## config.mk

```make
export PLATFORM = sky130hd
export DESIGN_NAME = exec_seq
export DESIGN_NICKNAME = d
export VERILOG_FILES = /design/src/rtl/exec_seq.sv
export SDC_FILE = /design/constraint.sdc
export NUM_CORES = 1
export LEC_CHECK = 0
export BUFFER_PORTS_ARGS = -buffer_cell sky130_fd_sc_hd__buf_2
export CORE_MARGIN = 3
export CORE_UTILIZATION = 55
export DETAILED_ROUTE_END_ITERATION = 10
export GPL_TIMING_DRIVEN = 1
export PLACE_DENSITY = 0.83
export SETUP_SLACK_MARGIN = 0.02
export SLEW_MARGIN = 20
export SYNTH_ARGS = -nofsm -noshare
export SYNTH_HDL_FRONTEND = slang
export SYNTH_SLANG_ARGS = --single-unit
```

## constraint.sdc

```tcl
create_clock -name clk -period 3.3 [get_ports clk]
set_input_delay 0.495 -clock clk [delete_from_list [all_inputs] [get_ports clk]]
set_output_delay 0.495 -clock clk [all_outputs]
set_load 0.03 [all_outputs]
```

## src/rtl/exec_seq.sv

```systemverilog
// Multicycle EXEC/MEM/WB sequencer driving the writeback selector's opcode/flag
// inputs, the data-memory read request and the register-file write strobe.
module exec_seq #(
  parameter int unsigned RA_W = 4,
  parameter int unsigned TMO  = 255
) (
  input  logic            clk,
  input  logic            rst,
  input  logic            inst_valid,
  output logic            inst_ready,
  input  logic [7:0]      inst_opc,
  input  logic [RA_W-1:0] inst_rd,
  input  logic [1:0]      alu_flg,
  output logic [7:0]      sel_opc,
  output logic [1:0]      sel_flg,
  output logic            mem_req,
  input  logic            mem_ack,
  output logic            rf_we,
  output logic [RA_W-1:0] rf_wa,
  output logic            busy,
  output logic            err
);

  localparam int unsigned CNT_W = 8;

  localparam logic [7:0] OPC_SETE   = 8'h10;
  localparam logic [7:0] OPC_SETNE  = 8'h11;
  localparam logic [7:0] OPC_SETL   = 8'h12;
  localparam logic [7:0] OPC_SETLE  = 8'h13;
  localparam logic [7:0] OPC_MOVRA4 = 8'h20;
  localparam logic [7:0] OPC_MOVRA1 = 8'h21;
  localparam logic [7:0] OPC_MOVRR1 = 8'h22;

  typedef enum logic [1:0] {
    S_IDLE = 2'd0,
    S_EXEC = 2'd1,
    S_MEM  = 2'd2,
    S_WB   = 2'd3
  } state_e;

  state_e             state_q;
  logic [7:0]         sel_opc_q;
  logic [1:0]         sel_flg_q;
  logic               mem_req_q;
  logic               rf_we_q;
  logic [RA_W-1:0]    rf_wa_q;
  logic               busy_q;
  logic               err_q;
  logic               is_alu_q;
  logic [CNT_W-1:0]   cnt_q;
  logic [CNT_W-1:0]   cnt_d;
  logic               fire;
  logic               opc_is_set;
  logic               opc_is_load;

  assign inst_ready  = (state_q == S_IDLE) & ~err_q;
  assign fire        = inst_valid & inst_ready;
  assign cnt_d       = cnt_q + CNT_W'(1);

  // Opcode class decode on the incoming instruction
  assign opc_is_set  = (inst_opc == OPC_SETE) | (inst_opc == OPC_SETNE) |
                       (inst_opc == OPC_SETL) | (inst_opc == OPC_SETLE);
  assign opc_is_load = (inst_opc == OPC_MOVRA4) | (inst_opc == OPC_MOVRA1) |
                       (inst_opc == OPC_MOVRR1);

  always_ff @(posedge clk or posedge rst) begin
    if (rst) begin
      state_q   <= S_IDLE;
      sel_opc_q <= 8'h00;
      sel_flg_q <= 2'b00;
      mem_req_q <= 1'b0;
      rf_we_q   <= 1'b0;
      rf_wa_q   <= '0;
      busy_q    <= 1'b0;
      err_q     <= 1'b0;
      is_alu_q  <= 1'b0;
      cnt_q     <= '0;
    end else begin
      rf_we_q <= 1'b0;
      case (state_q)
        S_IDLE: begin
          if (fire) begin
            sel_opc_q <= inst_opc;
            rf_wa_q   <= inst_rd;
            is_alu_q  <= inst_opc[7];
            busy_q    <= 1'b1;
            cnt_q     <= '0;
            if (inst_opc[7] | opc_is_set) begin
              state_q <= S_EXEC;
            end else if (opc_is_load) begin
              state_q   <= S_MEM;
              mem_req_q <= 1'b1;
            end else begin
              state_q <= S_WB;
              rf_we_q <= 1'b1;
            end
          end
        end
        S_EXEC: begin
          if (is_alu_q) begin
            sel_flg_q <= alu_flg;
          end
          state_q <= S_WB;
          rf_we_q <= 1'b1;
        end
        S_MEM: begin
          cnt_q <= cnt_d;
          // Ack takes priority over a timeout landing in the same cycle
          if (mem_ack) begin
            mem_req_q <= 1'b0;
            state_q   <= S_WB;
            rf_we_q   <= 1'b1;
          end else if (cnt_d == CNT_W'(TMO)) begin
            mem_req_q <= 1'b0;
            err_q     <= 1'b1;
            busy_q    <= 1'b0;
            state_q   <= S_IDLE;
          end
        end
        S_WB: begin
          busy_q  <= 1'b0;
          state_q <= S_IDLE;
        end
        default: state_q <= S_IDLE;
      endcase
    end
  end

  assign sel_opc = sel_opc_q;
  assign sel_flg = sel_flg_q;
  assign mem_req = mem_req_q;
  assign rf_we   = rf_we_q;
  assign rf_wa   = rf_wa_q;
  assign busy    = busy_q;
  assign err     = err_q;

endmodule
```

==> impl_results.md <==
* Status: complete, no violations
* DP Wirelength at 2072 um
* Vias in the first global route at 1,088
* Worst-skew pair later-pin latency at 0.34 ns
* Initial drt markers at 26
* Met3 routed WL at 186 um
* Area of the mapped netlist at 1333 um^2
* Fin crit share at 59.88%
* Layout net count at 173
* TritonCTS buffer count at 3
* Critical Path AT at 2.25 ns
* # resized after CTS at 0
* CP max FO at 13
* Routed WL at 2791 um
* Final Max Slew Viols at 0
* CP startpoint kind: flip-flop
* Vias per inst at 6.067
* CTS Root Cell: clkbuf_4
* Area Growth Syn to Fin at 17.37%
* WL met1 at 1163 um
* Share of the synthesized area in the top cell type at 52.58%
* Clock transition at the registers of the reported paths at 0.15 ns
* Area leader, netlist: dfrtp_1
* FMAX at 506.1 MHz
* CP endpoint kind: flip-flop
* First-pass GRT wire length at 4795 um
* Post-CTS Hold Buffers at 0
* DR WL/cell at 15.51 um
* RSZ-0062 raised after global routing: false
* Gr usage total at 19.35%
* Post-Place Cells at 176
* Min Tclk post-route at 1.976 ns
* CTS tree: done
* Io pins at 37
* Antenna Nets Post-Route at 0
* Ys flop type: dfrtp_1
* Initial antenna violation count at 0
* Syn avg cell area at 11.29 um^2
* Clk buf depth at 2
* VDD IR-drop max at 424.6 uV
* CTS H-tree depth at 1
* Syn Nets at 138
* Count of flip-flops with a built-in enable after synthesis at 0
* Setup violations, final at 0
* Residual DRC at 0
* Row cnt at 17
* Vias at 1,092
* Die H at 55.22 um
* Clock skew at 0.001488 ns
* Critical Path RT at 3.57 ns
* Port-buffer cells at 36
* Worst-Margin Slew at 0.6550 ns
* Worst hold path type: in -> async
* Final estimated routing congestion in global placement at 0.7447
* Synth Warn # at 0
* P_leak at 0.7521 nW
* Die ar. at 3049 um^2
* Initial Util at 59.10%
* Synth top area cells: dfrtp_1 (53%), mux2_2 (12%), o21ai_0 (4.9%)
* Clock sinks at 28
* Drt pass-1 iters at 4
* Filler cell count at 198
* Core ar. at 2255 um^2
* Distinct cells, synth at 36
* Final Util at 69.37%
* Die X at 55.22 um
* Post-Synthesis Cells at 118
* FFs w/ async S/R, synth at 100.0%
* Max-Cap Viols at 0
* Yosys reg bits at 28
* Routed wl met2 at 1390 um
* Pwr/cell area at 684.5 nW/um^2
* Share of layout cells above drive strength 1 at 38.16%
* WS Path Type: reg -> reg
* Slew Limit Headroom at 56.15%
* GR Overflow Total at 0
* Pin count of the biggest net entering global routing at 29
* Setup TNS at 0 ns
* Setup Fix Bufs, Post-CTS at 0
* Hold Vio Cnt, Final at 0
* Top layer in use: met4
* Non-filler instance count after layout at 180
* Sequential cell area fraction in the yosys report at 52.58%
* Hold Slack at 0.1874 ns
* Diodes inserted at 0
critical path, stage by stage, from the launching register on:
cell and delay (ns):
dfrtp_1 0.55, or4b_1 0.75, a311oi_2 0.35, a221oi_1 0.13
a21oi_1 0.15
where the power goes:
part | leakage, nW | internal, mW | total [mW] | switching, mW
clock network | 0.0279 | 0.123 | 0.228 | 0.105
registers | 0.355 | 0.410 | 0.499 | 0.0891
logic | 0.369 | 0.133 | 0.343 | 0.210
path summary, 6_finish.rpt:
check                           depth (start not counted)              startpoint  slack (ns)                     end
max in group asynchronous                               2                     rst        2.74    cnt_q[4]$_DFFE_PP0P_
min in group clk                                        2              alu_flg[1]        0.38  sel_flg[1]$_DFFE_PP0P_
worst max-delay path                                    4  state_q[1]$_DFFE_PP0P_        1.32         rf_we$_DFF_PP0_
worst min-delay path                                    2                     rst        0.19  sel_opc[0]$_DFFE_PP0P_
worst max register to register                          4  state_q[1]$_DFFE_PP0P_        1.32         rf_we$_DFF_PP0_
worst min register to register                          1    cnt_q[7]$_DFFE_PP0P_        0.51    cnt_q[7]$_DFFE_PP0P_
synthesized netlist by cell type (2+ instances only):
master	instances
nor3_1	2
nor2b_1	2
inv_1	4
nand4_1	2
o31ai_1	2
nand2b_1	3
mux2_2	14
o21ai_0	13
a21oi_1	3
nand3_1	3
a31oi_1	2
and3_1	2
dfrtp_1	28
buf_2	2
ha_1	2
nor2_1	5
nand2_1	9
clkbuf_1	2
registers in the layout, indices dropped and copies added, names as in the netlist:
| name | flops |
|---|---|
| cnt_q | 8 |
| sel_opc | 8 |
| rf_wa | 4 |
| sel_flg | 2 |
| state_q | 2 |
| busy | 1 |
| err | 1 |
| mem_req | 1 |
| rf_we | 1 |
metal layers:
layer  GRT usage (%)  up-vias
li1                -      499
met1           24.39      540
met2           31.93       48
met3           3.972        5
met4           8.681        0
met5               0        -
metrics by stage:
stage                     area [um^2]  power (mW)  setup slack (ns)
final                            1564       1.071             1.324
after global routing             1564       1.138             1.211
after CTS                        1564       1.070             1.345
after detailed placement         1511      0.8469             1.368
after global placement           1511      0.8198             1.439
after floorplan                  1333      0.7534             1.510
area by class of cell:
| cell class | instances | area [um^2] | area share, % |
|---|---|---|---|
| Tap cell | 28 | 35.03 | 2.240 |
| Sequential cell | 28 | 700.7 | 44.80 |
| Clock inverter | 1 | 30.03 | 1.920 |
| Multi-Input combinational cell | 80 | 580.6 | 37.12 |
| Timing Repair Buffer | 36 | 180.2 | 11.52 |
| Inverter | 4 | 15.01 | 0.9600 |
| Clock buffer | 3 | 22.52 | 1.440 |
layout by cell type, fill, tap and decap left out, types with 2 or more instances in the layout:
master    instances
o31ai_1           2
nand3_1           3
nor2_1            5
a31oi_1           2
clkbuf_4          3
nor2b_1           2
nand2_1           9
mux2_2           14
and3_1            2
nand4_1           2
o21ai_0          13
inv_1             3
a21oi_1           3
nor3_1            2
ha_1              2
buf_2            36
dfrtp_1          28
nand2b_1          3
logic make-up after synthesis:
logic type | after synthesis | share of synthesized area, %
xor+xnor | 1 | 0.6574
compound gates | 27 | 13.43
buf+inv | 10 | 3.850
simple gates | 36 | 15.78
mux | 14 | 11.83
fa+ha+maj | 2 | 1.878
flops | 28 | 52.58
Power figures use the tool's default switching activity.
